===== config.mk =====
export PLATFORM = sky130hd
export DESIGN_NAME = codec_scheduler
export DESIGN_NICKNAME = d
export VERILOG_FILES = /design/src/rtl/codec_scheduler.sv
export SDC_FILE = /design/constraint.sdc
export NUM_CORES = 1
export LEC_CHECK = 0
export CAP_MARGIN = 0
export CORE_MARGIN = 5
export CORE_UTILIZATION = 42
export DETAILED_ROUTE_END_ITERATION = 10
export GPL_ROUTABILITY_DRIVEN = 1
export PLACE_DENSITY = 0.75
export SETUP_SLACK_MARGIN = 0.4
export SYNTH_ARGS = -nofsm -noshare
export SYNTH_HDL_FRONTEND = slang
export SYNTH_SLANG_ARGS = --single-unit

===== constraint.sdc =====
create_clock -name clk -period 2.2 [get_ports clk]
set_input_delay 0.33 -clock clk [delete_from_list [all_inputs] [get_ports clk]]
set_output_delay 0.33 -clock clk [all_outputs]
set_load 0.005 [all_outputs]

===== src/rtl/codec_scheduler.sv =====
// codec_scheduler: round-robin arbiter that time-shares one encoder/decoder
// between two requesters, holding each code on codec_in for SETTLE_CYCLES
// before capturing codec_out as the response.
// Optional self-test sweep compiled in with CODEC_SCHEDULER_SWEEP_EN.
module codec_scheduler #(
  parameter int SETTLE_CYCLES = 1
) (
  input  logic       clk,
  input  logic       rst_n,
  input  logic       req0_valid,
  input  logic [3:0] req0_data,
  output logic       req0_ready,
  input  logic       req1_valid,
  input  logic [3:0] req1_data,
  output logic       req1_ready,
  output logic       rsp_valid,
  output logic [3:0] rsp_data,
  output logic       rsp_id,
  input  logic       rsp_ready,
  output logic [3:0] codec_in,
  input  logic [3:0] codec_out,
  output logic       busy,
  input  logic       sweep_start,
  output logic       sweep_done,
  output logic       sweep_fail
);

`ifdef CODEC_SCHEDULER_SWEEP_EN
  typedef enum logic [1:0] {IDLE, DRIVE, RESPOND, SWEEP} state_t;
`else
  typedef enum logic [1:0] {IDLE, DRIVE, RESPOND} state_t;
`endif

  // Index of the final settle cycle for one code.
  localparam logic [3:0] LAST_CNT = 4'(SETTLE_CYCLES - 1);

  state_t     state;
  state_t     next_state;
  logic [3:0] settle_cnt;
  logic       settle_last;
  logic       last_grant;
  logic       grant_id;
  logic       accept;
  logic       sweep_go;

  assign settle_last = (settle_cnt == LAST_CNT);
  assign accept      = req0_ready | req1_ready;
  assign busy        = (state != IDLE);

  // State register.
  // NOTE: clocked state uses non-blocking assignments so every flop samples
  // pre-edge values; blocking here would create order-dependent races.
  always_ff @(posedge clk or negedge rst_n) begin
    if (!rst_n) state <= IDLE;
    else        state <= next_state;
  end

  // Next-state, grant and ready decode.
  // NOTE: every output of this block gets a default first, so no path can
  // leave a value unassigned and infer a latch.
  always_comb begin
    next_state = state;
    req0_ready = 1'b0;
    req1_ready = 1'b0;
    grant_id   = 1'b0;
    sweep_go   = 1'b0;
    case (state)
      IDLE: begin
`ifdef CODEC_SCHEDULER_SWEEP_EN
        if (sweep_start) begin
          sweep_go   = 1'b1;
          next_state = SWEEP;
        end else
`endif
        if (req0_valid || req1_valid) begin
          // Both valid: the one not granted last wins; else the lone valid.
          grant_id   = (req0_valid && req1_valid) ? ~last_grant : req1_valid;
          req0_ready = ~grant_id;
          req1_ready = grant_id;
          next_state = DRIVE;
        end
      end
      DRIVE:   if (settle_last) next_state = RESPOND;
      RESPOND: if (rsp_ready)   next_state = IDLE;
`ifdef CODEC_SCHEDULER_SWEEP_EN
      SWEEP:   if (settle_last && codec_in == 4'hF) next_state = IDLE;
`endif
      default: next_state = IDLE;
    endcase
  end

  // Datapath: codec drive, settle counter, response capture, priority pointer.
  always_ff @(posedge clk or negedge rst_n) begin
    if (!rst_n) begin
      codec_in   <= 4'h0;
      rsp_valid  <= 1'b0;
      rsp_data   <= 4'h0;
      rsp_id     <= 1'b0;
      last_grant <= 1'b1;
      settle_cnt <= 4'h0;
    end else begin
      case (state)
        IDLE: begin
          settle_cnt <= 4'h0;
          if (accept) begin
            codec_in <= grant_id ? req1_data : req0_data;
            rsp_id   <= grant_id;
          end else if (sweep_go) begin
            codec_in <= 4'h0;
          end
        end
        DRIVE: begin
          if (settle_last) begin
            rsp_data   <= codec_out;
            rsp_valid  <= 1'b1;
            settle_cnt <= 4'h0;
          end else begin
            settle_cnt <= settle_cnt + 4'h1;
          end
        end
        RESPOND: begin
          if (rsp_ready) begin
            rsp_valid  <= 1'b0;
            last_grant <= rsp_id;
          end
        end
`ifdef CODEC_SCHEDULER_SWEEP_EN
        SWEEP: begin
          if (settle_last) begin
            settle_cnt <= 4'h0;
            // Code 15 is the last one; the sweep never wraps back to 0.
            if (codec_in != 4'hF) codec_in <= codec_in + 4'h1;
          end else begin
            settle_cnt <= settle_cnt + 4'h1;
          end
        end
`endif
        default: settle_cnt <= 4'h0;
      endcase
    end
  end

`ifdef CODEC_SCHEDULER_SWEEP_EN
  // Self-test result flags: one-cycle done pulse and sticky mismatch.
  always_ff @(posedge clk or negedge rst_n) begin
    if (!rst_n) begin
      sweep_done <= 1'b0;
      sweep_fail <= 1'b0;
    end else begin
      sweep_done <= 1'b0;
      if (sweep_go) begin
        sweep_fail <= 1'b0;
      end else if (state == SWEEP && settle_last) begin
        if (codec_out != codec_in) sweep_fail <= 1'b1;
        if (codec_in == 4'hF)      sweep_done <= 1'b1;
      end
    end
  end
`else
  // Self-test not built: flags tied off, request input deliberately unused.
  logic unused_sweep_start;
  assign unused_sweep_start = sweep_start;
  assign sweep_done         = 1'b0;
  assign sweep_fail         = 1'b0;
`endif

endmodule


==> results of run 1 <==
==> cell families (layout without fill, tap and decap cells) <==
kind of cell | after synthesis | in the layout | share of synthesized area (%)
AO/OA/AOI/OAI | 19 | 19 | 14.2
AND/OR/NAND/NOR | 23 | 23 | 15.7
buffers and inverters | 14 | 50 | 7.98
multiplexers | 5 | 5 | 8.42
flip-flops | 17 | 17 | 50.4
adder cells (fa/ha/maj) | 2 | 2 | 2.95
other | 1 | 2 | 0.443
==> registers in the layout, summed over array words and instances, names as in the netlist <==
register    cells
codec_in        4
rsp_data        4
settle_cnt      4
state           2
last_grant      1
rsp_id          1
rsp_valid       1
==> cell type report <==
cell class | count | area (um2)
clock buffer | 4 | 26.3
fill | 171 | 716
sequential | 17 | 427
timing repair buffer | 36 | 335
inverter | 10 | 37.5
multi-input combinational | 51 | 367
tap | 27 | 33.8
==> metrics by stage <==
stage | cell area (um2) | util, % | cells
finish | 1230 | 63.1 | 145
global route | 1230 | 63.1 | 145
CTS | 1220 | 62.7 | 144
detailed placement | 1170 | 60.1 | 137
global placement | 1170 | 60.1 | 137
floorplan | 851 | - | 82
==> power groups by stage <==
stage	Combinational, mW	Sequential [mW]	Clock, mW
3_3_place_gp	0.663	0.517	0
2_1_floorplan	0.331	0.519	0
6_report	0.732	0.506	0.172
5_1_grt	0.802	0.523	0.185
3_5_place_dp	0.670	0.521	0
4_1_cts	0.734	0.507	0.175
==> layout by cell type, fill, tap and decap left out, types with 2 or more instances in the layout <==
cell             Yosys  final
a21o_1               2      2
buf_4                2      7
clkbuf_4             0      3
clkdlybuf4s50_1      0     26
conb_1               1      2
dfrtp_1             16     16
dlygate4sd2_1        0      2
ha_1                 2      2
inv_1               10      9
mux2_4               4      4
nand2_1              7      7
nand4_1              4      4
nor2_1               3      2
nor2b_1              2      2
o21ai_0             10     10
o311ai_0             4      4
==> synth_stat cells, types with 2 or more instances <==
| master | count | share of area (%) |
|---|---|---|
| nor2b_1 | 2 | 1.5 |
| nand4_1 | 4 | 3.0 |
| buf_4 | 2 | 1.8 |
| dfrtp_1 | 16 | 47 |
| ha_1 | 2 | 3.0 |
| a21o_1 | 2 | 1.8 |
| mux2_4 | 4 | 7.1 |
| inv_1 | 10 | 4.4 |
| o21ai_0 | 10 | 5.9 |
| nand2_1 | 7 | 3.1 |
| o311ai_0 | 4 | 4.1 |
| nor2_1 | 3 | 1.3 |
==> per-layer routing <==
layer	part of all wire, %	vias up	GRT usage, %
met5	0	-	0
met4	1.5	0	7.29
met3	6.4	3	3.22
met2	47	35	22.6
met1	45	331	19.3
li1	-	350	-
==> worst max-delay path, cell delays in order (launching register included) <==
cell and delay (ns):
dfrtp_1 0.41, inv_1 0.08, ha_1 0.13, or2b_1 0.25, or3b_4 0.44, mux2_4 0.32
==> timing repair <==
action,CTS,global route
hold buffers,0,0
resized for setup,6,3
pin swaps,1,1
endpoints found under the setup margin,7,4
setup buffers,3,1
==> path summary, 6_finish.rpt <==
| path | startpoint | end | slack [ns] | depth (start not counted) |
|---|---|---|---|---|
| max in group asynchronous | rst_n | last_grant | 1.61 | 2 |
| hold / removal | rst_n | rsp_data[3] | 0.34 | 2 |
| hold reg to reg | rsp_valid | rsp_valid | 0.51 | 2 |
| setup / recovery | settle_cnt[1] | rsp_data[1] | 0.46 | 5 |
| setup reg to reg | settle_cnt[1] | rsp_data[1] | 0.46 | 5 |
| min in group clk | rsp_valid | rsp_valid | 0.51 | 2 |
==> results_tabular.tex, run 1 <==
\begin{tabular}{lr}
\hline
Metric & Value \\
\hline
\multicolumn{2}{l}{\textbf{Outcome}} \\
\quad Result of the run & completed \\
\multicolumn{2}{l}{\textbf{Synthesis}} \\
\quad Mean Syn Cell Area & 10.5 um2 \\
\quad Post-Syn Area & 847 um2 \\
\quad Post-synthesis sequential area ratio & 50.4\% \\
\quad Count of state elements after synthesis & 17 \\
\quad Cell count after synthesis & 81 \\
\quad Synth Warn \# & 0 \\
\quad EDFF count, synth & 0 \\
\quad Dominant synthesized flop cell & dfrtp\_1 \\
\quad Share of async-settable or async-resettable flops after synthesis & 100\% \\
\quad Yosys cell types & 27 \\
\multicolumn{2}{l}{\textbf{Placement}} \\
\quad Final weighted congestion in routability-driven placement & 0.812 \\
\quad Half-perimeter wire length after placement & 1.42 mm \\
\quad Dpl ws & 0.232 ns \\
\quad \# port buffers & 29 \\
\multicolumn{2}{l}{\textbf{Clocking}} \\
\quad CTS tree & done \\
\quad Clock buffer count from CTS & 3 \\
\quad Max Buffers Root-to-Sink & 2 \\
\quad Clock edge transition at the registers on the reported setup and hold paths & 0.10 ns \\
\quad H-tree level count & 1 \\
\quad Clock latency on the worst-skew pair & 0.30 ns \\
\quad TritonCTS sink count & 17 \\
\quad Root buffer cell & clkbuf\_4 \\
\multicolumn{2}{l}{\textbf{Power}} \\
\quad Leakage power figure & 0.581 nW \\
\quad VDD IR max & 615 uV \\
\quad Fraction of power consumed by the clock network & 12.2\% \\
\quad Net Switching & 0.448 mW \\
\quad Overall power after layout & 1.41 mW \\
\quad Portion of total power attributed to sequential cells & 35.9\% \\
\quad Fraction of power consumed by combinational cells & 51.9\% \\
\quad Total power density per cell area & 1150 mW/mm2 \\
\quad Internal & 0.962 mW \\
\quad Sw Share & 31.7\% \\
\multicolumn{2}{l}{\textbf{GRT}} \\
\quad Wire length of the first global-routing pass & 3.10 mm \\
\quad Number of global-route vias before repair & 689 \\
\quad Maximum number of pins on one net before global-route repair & 18 \\
\quad Initial antenna violation count & 0 \\
\quad Overall Global Routing Usage & 14.6\% \\
\quad GRT Residual Overflow & 0 \\
\multicolumn{2}{l}{\textbf{Cells and area}} \\
\quad Ratio of cells with drive above 1 in the final layout & 19.5\% \\
\quad Area growth from synthesis to layout & 44.8\% \\
\quad Final net count & 139 \\
\quad Antenna diode count & 0 \\
\multicolumn{2}{l}{\textbf{Timing}} \\
\quad Final worst-path setup slack & 0.462 ns \\
\quad Slew at the pin closest to its max-slew limit & 0.649 ns \\
\quad Unrepaired setup endpoints after global routing & no \\
\quad Final setup fails & 0 \\
\quad Total count of hold-check failures in the final report & 0 \\
\quad Sum of negative setup slack & 0 ns \\
\quad Headroom to the max-slew limit & 56.3\% \\
\quad Tmin final & 1.74 ns \\
\quad Worst Hold Slack & 0.343 ns \\
\quad Number of pins exceeding their max-slew limit in the final report & 0 \\
\quad Period utilisation layout & 79.0\% \\
\quad Final setup skew & 0.00231 ns \\
\quad Max frequency & 0.576 GHz \\
\multicolumn{2}{l}{\textbf{Die}} \\
\quad Core footprint & 0.00194 mm2 \\
\quad Area enclosed by the die boundary & 0.00302 mm2 \\
\quad Initial Utilization & 43.6\% \\
\quad I/O pins & 33 \\
\quad Horizontal die dimension & 54.9 um \\
\quad Die H & 54.9 um \\
\quad Row count & 16 \\
\multicolumn{2}{l}{\textbf{Critical path}} \\
\quad Startpoint-to-endpoint class of the critical path & reg -> reg \\
\quad Startpoint Class & flip-flop \\
\quad Required time at the worst-slack endpoint & 2.39 ns \\
\quad Highest fanout seen on the critical path & 6 \\
\quad Capturing element type of the critical path & flip-flop \\
\quad Arrival time of the worst setup path & 1.93 ns \\
\multicolumn{2}{l}{\textbf{Job}} \\
\quad Max cap viols & 0 \\
\multicolumn{2}{l}{\textbf{Drt}} \\
\quad Count of nets left with antenna violations after detail routing & 0 \\
\quad Average wire length per cell after detail routing & 13.1 um \\
\quad Post-detailed-routing wire length & 1.90 mm \\
\quad Routed via count divided by cell count & 4.96 \\
\quad First-pass iteration count of the detailed router & 4 \\
\quad Violation count after the first detailed-routing iteration & 9 \\
\quad Vias & 719 \\
\quad DRC viols & 0 \\
\multicolumn{2}{l}{\textbf{Min path}} \\
\quad Tightest Hold Check Type & in -> async \\
\hline
\end{tabular}
Power figures use the tool's default switching activity.
==> run 2, diff against run 1 <==
- CORE_UTILIZATION: 42 -> 38
- PLACE_DENSITY: 0.75 -> 0.72
- clock period: 2.2 -> 1.46 ns (I/O delays scaled with it)
==> run 2 against run 1 <==
The run now ends with negative setup slack left. Worst hold slack got worse by 0.12 ns. Die area grew 8.6%. Cell count up 20%. Highest routed layer unchanged. Utilization rose by 9.9 points.
==> results_tabular.tex, run 2 (synthesis results as in run 1) <==
\begin{tabular}{lr}
\hline
Metric & Value \\
\hline
\multicolumn{2}{l}{\textbf{Outcome}} \\
\quad Result of the run & finished with violations \\
\quad Failing checks & negative setup slack \\
\multicolumn{2}{l}{\textbf{Cells and area}} \\
\quad Antenna diode count & 0 (unchanged) \\
\quad Post-route core utilization & 73.0\% (+9.9 points) \\
\quad Number of standard cells in the layout, taps in and fillers out & 174 (+20\%) \\
\quad Most common library cell in the layout ignoring fill and taps & buf\_6 \\
\quad Area growth from synthesis to layout & 87.0\% \\
\quad Leading cell types in the layout, fill and taps excluded & buf\_6 (19), buf\_4 (18), clkdlybuf4s50\_1 (16) \\
\quad Ratio of cells with drive above 1 in the final layout & 55.5\% (+36 points) \\
\quad Final net count & 167 (+20\%) \\
\quad Largest regs & codec\_in x4, rsp\_data x4, settle\_cnt x4 \\
\multicolumn{2}{l}{\textbf{Placement}} \\
\quad Dpl ws & -0.294 ns (-0.526 ns) \\
\quad Half-perimeter wire length after placement & 1.57 mm (+10\%) \\
\quad Final weighted congestion in routability-driven placement & 0.768 (-5.4\%) \\
\quad \# port buffers & 29 (unchanged) \\
\quad Placed cell count & 149 (+8.8\%) \\
\multicolumn{2}{l}{\textbf{GRT}} \\
\quad Initial antenna violation count & 0 (unchanged) \\
\quad Maximum number of pins on one net before global-route repair & 18 (unchanged) \\
\quad GRT Residual Overflow & 0 (unchanged) \\
\quad Overall Global Routing Usage & 18.3\% (+3.6 points) \\
\quad Number of global-route vias before repair & 933 (+35\%) \\
\quad Wire length of the first global-routing pass & 4.50 mm (+45\%) \\
\multicolumn{2}{l}{\textbf{Clocking}} \\
\quad Clock buffer count from CTS & 3 (unchanged) \\
\quad Clock latency on the worst-skew pair & 0.30 ns (about the same) \\
\quad Max Buffers Root-to-Sink & 2 (unchanged) \\
\quad TritonCTS sink count & 17 (unchanged) \\
\quad CTS tree & done \\
\quad Root buffer cell & clkbuf\_4 \\
\quad Clock edge transition at the registers on the reported setup and hold paths & 0.11 ns (about the same) \\
\quad H-tree level count & 1 (unchanged) \\
\multicolumn{2}{l}{\textbf{Drt}} \\
\quad Post-detailed-routing wire length & 3.01 mm (+58\%) \\
\quad Count of nets left with antenna violations after detail routing & 0 (unchanged) \\
\quad Vias & 882 (+23\%) \\
\quad Violation count after the first detailed-routing iteration & 34 (+25) \\
\quad Routed via count divided by cell count & 5.07 (+2.2\%) \\
\quad First-pass iteration count of the detailed router & 4 (unchanged) \\
\quad DRC viols & 0 (unchanged) \\
\quad Average wire length per cell after detail routing & 17.3 um (+32\%) \\
\multicolumn{2}{l}{\textbf{Power}} \\
\quad VDD IR max & 1020 uV (+66\%) \\
\quad Total power density per cell area & 1920 mW/mm2 (+67\%) \\
\quad Overall power after layout & 3.04 mW (+120\%) \\
\quad Leakage power figure & 0.774 nW (+33\%) \\
\multicolumn{2}{l}{\textbf{Die}} \\
\quad Horizontal die dimension & 57.2 um (+4.2\%) \\
\quad I/O pins & 33 (unchanged) \\
\quad Row count & 17 (+1) \\
\quad Core footprint & 0.00217 mm2 (+12\%) \\
\quad Initial Utilization & 39.0\% (-4.6 points) \\
\quad Area enclosed by the die boundary & 0.00327 mm2 (+8.6\%) \\
\quad Die H & 57.2 um (+4.2\%) \\
\multicolumn{2}{l}{\textbf{Timing}} \\
\quad Final setup skew & 0.0123 ns (+0.0100 ns) \\
\quad Final setup fails & 16 (+16) \\
\quad Tmin final & 1.75 ns (+0.0152 ns) \\
\quad Sum of negative setup slack & -2.45 ns (-2.45 ns) \\
\quad Total count of hold-check failures in the final report & 0 (unchanged) \\
\quad Period utilisation layout & 120\% (+41 points) \\
\quad Unrepaired setup endpoints after global routing & yes \\
\quad Max frequency & 0.571 GHz (-0.87\%) \\
\quad Final worst-path setup slack & -0.293 ns (-0.755 ns) \\
\quad Number of pins exceeding their max-slew limit in the final report & 0 (unchanged) \\
\multicolumn{2}{l}{\textbf{Critical path}} \\
\quad Highest fanout seen on the critical path & 6 (unchanged) \\
\quad Capturing element type of the critical path & flip-flop \\
\quad Startpoint Class & flip-flop \\
\quad Arrival time of the worst setup path & 1.93 ns (about the same) \\
\quad Startpoint-to-endpoint class of the critical path & reg -> reg \\
\quad Required time at the worst-slack endpoint & 1.64 ns (-0.75 ns) \\
\multicolumn{2}{l}{\textbf{Min path}} \\
\quad Tightest Hold Check Type & in -> async \\
\multicolumn{2}{l}{\textbf{Job}} \\
\quad Max cap viols & 0 (unchanged) \\
\hline
\end{tabular}
run 2: what timing repair did:
| item | CTS | global route |
|---|---|---|
| pin swaps | 3 | 8 |
| buffers inserted | 17 | 4 |
| hold buffers | 0 | 0 |
| setup endpoints to repair | 28 | 30 |
| cloned | 0 | 0 |
| gates resized for setup | 86 | 17 |
run 2: critical path, cell delays in order (launching register included):
cell and delay [ns]:
dfrtp_1 0.40, inv_2 0.08, ha_4 0.12, or2b_1 0.25
or3b_4 0.47, mux2_4 0.32
run 2: per-layer routing:
metal  wire (um)  global-route usage (%)  share of wire [%]  vias to the layer above
met5           0                       0                  0                        -
li1            -                       -                  -                      412
met3          86                    3.62                2.9                        8
met1        1210                    20.3                 40                      443
met4         103                    11.9                3.4                        0
met2        1600                    31.5                 53                       19
run 2: path summary, 6_finish.rpt:
| path | start | end | slack, ns | cells past startpoint |
|---|---|---|---|---|
| max | settle_cnt[1] | rsp_data[0] | -0.29 | 5 |
| min | rst_n | codec_in[3] | 0.22 | 2 |
| max reg2reg | settle_cnt[1] | rsp_data[0] | -0.29 | 5 |
| min reg2reg | rsp_data[1] | rsp_data[1] | 0.51 | 1 |
| max in group asynchronous | rst_n | last_grant | 0.98 | 2 |
| min in group clk | rsp_data[1] | rsp_data[1] | 0.51 | 1 |
run 2: report_power, final:
group          leakage [nW]  switching (mW)  internal, mW  total (mW)
logic                 0.550           0.779          1.22        1.99
registers             0.207           0.116         0.665       0.780
clock network        0.0177           0.160         0.102       0.263
total                 0.774            1.06          1.98        3.04
run 2: final cells by class:
type / instances / area (um2)
fill: 141 / 586
timing repair buffer: 64 / 564
multi-input combinational: 51 / 489
sequential: 17 / 428
inverter: 10 / 40.0
tap: 28 / 35.0
clock buffer: 3 / 22.5
clock inverter: 1 / 5.00
run 2: metrics by stage:
step	cell area, um2	hold WS [ns]
6_report	1580	0.224
5_1_grt	1580	0.241
4_1_cts	1480	0.222
3_5_place_dp	1260	0.469
3_3_place_gp	1260	0.464
2_1_floorplan	862	-0.0766
==> run 3, diff against run 2 <==
- CORE_UTILIZATION: 38 -> 30
- PLACE_DENSITY: 0.72 -> 0.59
==> run 3 against run 2 <==
The flow still finishes with violations (negative setup slack). Worst hold slack improved by 0.028 ns. Power fell by 2.4%. Critical path type unchanged. Critical endpoint is now rsp_data[2]. First-iteration DRC count rose by 41%.
==> results_tabular.tex, run 3 (synthesis results as in run 1) <==
\begin{tabular}{lr}
\hline
Metric & Value \\
\hline
\multicolumn{2}{l}{\textbf{Cells and area}} \\
\quad Final net count & 170 (+1.8\%) \\
\quad Largest regs & codec\_in x4, rsp\_data x4, settle\_cnt x4 \\
\quad Area growth from synthesis to layout & 88.6\% \\
\quad Ratio of cells with drive above 1 in the final layout & 58.4\% (+2.9 points) \\
\quad Most common library cell in the layout ignoring fill and taps & buf\_4 \\
\quad Antenna diode count & 0 (unchanged) \\
\quad Area used by sequential logic in the layout & 429 um2 (+0.29\%) \\
\quad Filler cell count in the final layout & 216 (+53\%) \\
\quad Area occupied by multi-input gates & 488 um2 (-0.26\%) \\
\quad Number of standard cells in the layout, taps in and fillers out & 180 (+3.4\%) \\
\quad Leading cell types in the layout, fill and taps excluded & buf\_4 (24), clkdlybuf4s50\_1 (16), buf\_6 (16) \\
\multicolumn{2}{l}{\textbf{Job}} \\
\quad Max cap viols & 0 (unchanged) \\
\multicolumn{2}{l}{\textbf{Die}} \\
\quad Core footprint & 0.00273 mm2 (+26\%) \\
\quad Initial Utilization & 31.0\% (-8.1 points) \\
\quad Die H & 63.1 um (+10\%) \\
\quad Row count & 19 (+2) \\
\quad I/O pins & 33 (unchanged) \\
\quad Area enclosed by the die boundary & 0.00399 mm2 (+22\%) \\
\quad Horizontal die dimension & 63.1 um (+10\%) \\
\multicolumn{2}{l}{\textbf{Min path}} \\
\quad Tightest Hold Check Type & in -> async \\
\multicolumn{2}{l}{\textbf{Drt}} \\
\quad DRC viols & 0 (unchanged) \\
\quad Count of nets left with antenna violations after detail routing & 0 (unchanged) \\
\quad Vias & 868 (-1.6\%) \\
\quad Post-detailed-routing wire length & 2.56 mm (-15\%) \\
\quad First-pass iteration count of the detailed router & 4 (unchanged) \\
\quad Average wire length per cell after detail routing & 14.2 um (-18\%) \\
\quad Violation count after the first detailed-routing iteration & 48 (+41\%) \\
\quad Routed via count divided by cell count & 4.82 (-4.9\%) \\
\multicolumn{2}{l}{\textbf{Timing}} \\
\quad Period utilisation layout & 118\% (-2.5 points) \\
\quad Slew at the pin closest to its max-slew limit & 0.504 ns \\
\quad Sum of negative setup slack & -1.65 ns (+0.802 ns) \\
\quad Worst Hold Slack & 0.251 ns (+0.0276 ns) \\
\quad Tmin final & 1.72 ns (-0.0360 ns) \\
\quad Number of pins exceeding their max-slew limit in the final report & 0 (unchanged) \\
\quad Headroom to the max-slew limit & 66.3\% \\
\quad Max frequency & 0.582 GHz (+2.1\%) \\
\quad Final setup fails & 11 (-5) \\
\quad Final worst-path setup slack & -0.257 ns (+0.0360 ns) \\
\quad Unrepaired setup endpoints after global routing & yes \\
\quad Final setup skew & 0.000898 ns (-0.0114 ns) \\
\quad Total count of hold-check failures in the final report & 0 (unchanged) \\
\multicolumn{2}{l}{\textbf{Clocking}} \\
\quad CTS tree & done \\
\quad Max Buffers Root-to-Sink & 2 (unchanged) \\
\quad Post-CTS Hold Buffers & 0 (unchanged) \\
\quad Clock edge transition at the registers on the reported setup and hold paths & 0.10 ns (about the same) \\
\quad Root buffer cell & clkbuf\_4 \\
\quad Clock buffer count from CTS & 3 (unchanged) \\
\quad H-tree level count & 1 (unchanged) \\
\quad Clock latency on the worst-skew pair & 0.28 ns (-0.02 ns) \\
\quad TritonCTS sink count & 17 (unchanged) \\
\multicolumn{2}{l}{\textbf{Placement}} \\
\quad Final weighted congestion in routability-driven placement & 0.778 (+1.3\%) \\
\quad Placed cell count & 153 (+2.7\%) \\
\quad \# port buffers & 29 (unchanged) \\
\quad Half-perimeter wire length after placement & 1.59 mm (+1.3\%) \\
\multicolumn{2}{l}{\textbf{Power}} \\
\quad Overall power after layout & 2.96 mW (-2.4\%) \\
\quad VDD IR max & 1160 uV (+14\%) \\
\quad Leakage power figure & 0.779 nW (+0.59\%) \\
\quad Total power density per cell area & 1850 mW/mm2 (-3.3\%) \\
\multicolumn{2}{l}{\textbf{Critical path}} \\
\quad Startpoint-to-endpoint class of the critical path & reg -> reg \\
\quad Capturing element type of the critical path & flip-flop \\
\quad Startpoint Class & flip-flop \\
\quad Worst-case register-to-register setup slack & -0.26 ns (+0.04 ns) \\
\quad Required time at the worst-slack endpoint & 1.63 ns (about the same) \\
\quad Highest fanout seen on the critical path & 5 (-1) \\
\quad Arrival time of the worst setup path & 1.89 ns (-0.04 ns) \\
\multicolumn{2}{l}{\textbf{GRT}} \\
\quad Initial antenna violation count & 0 (unchanged) \\
\quad GRT Residual Overflow & 0 (unchanged) \\
\quad Overall Global Routing Usage & 12.0\% (-6.3 points) \\
\quad Number of global-route vias before repair & 836 (-10\%) \\
\quad Wire length of the first global-routing pass & 3.86 mm (-14\%) \\
\quad Maximum number of pins on one net before global-route repair & 18 (unchanged) \\
\multicolumn{2}{l}{\textbf{Outcome}} \\
\quad Failing checks & negative setup slack \\
\quad Result of the run & finished with violations \\
\hline
\end{tabular}
-- run 3: timing repair --
action,in CTS,in global routing
setup endpoints to repair,27,25
gates resized for setup,82,26
endpoints found under the hold margin,0,0
setup buffers,13,10
pin swaps,6,8
-- run 3: final timing paths --
path | startpoint | end | cells past startpoint
worst max-delay path | settle_cnt[1] | rsp_data[2] | 5
worst max register to register | settle_cnt[1] | rsp_data[2] | 5
worst min register to register | rsp_data[1] | rsp_data[1] | 1
min in group clk | rsp_data[1] | rsp_data[1] | 1
worst min-delay path | rst_n | settle_cnt[1] | 2
max in group asynchronous | rst_n | last_grant | 2
-- run 3: power by group --
group	internal, mW	switching [mW]	total [mW]
clock network	0.106	0.143	0.248
registers	0.668	0.122	0.789
logic	1.20	0.726	1.93
-- run 3: routing by layer --
| layer | global-route usage (%) | up-vias | share of wire, % |
|---|---|---|---|
| li1 | - | 415 | - |
| met1 | 15.3 | 431 | 40 |
| met2 | 20.0 | 20 | 55 |
| met3 | 1.78 | 2 | 3.8 |
| met4 | 4.77 | 0 | 1.1 |
| met5 | 0 | - | 0 |
-- run 3: through the flow --
step / setup slack [ns] / cell area [um2] / utilization [%]
floorplan: -0.249 / 862 / -
global placement: -0.256 / 1270 / 46.5
global route: -0.288 / 1600 / 58.4
detailed placement: -0.304 / 1270 / 46.5
CTS: -0.210 / 1420 / 52.1
finish: -0.257 / 1600 / 58.4
-- run 3: worst max-delay path, cell delays in order, from the launching register on --
cell,delay [ns]
dfrtp_1,0.40
inv_2,0.08
ha_4,0.12
or2b_1,0.24
or3b_4,0.46
mux2_4,0.31
-- run 3: cell type report --
type,count,area share [%]
Timing Repair Buffer,67,36.0
Multi-Input combinational cell,51,30.5
Sequential cell,17,26.9
Inverter,10,2.51
Tap cell,31,2.43
Clock buffer,4,1.64
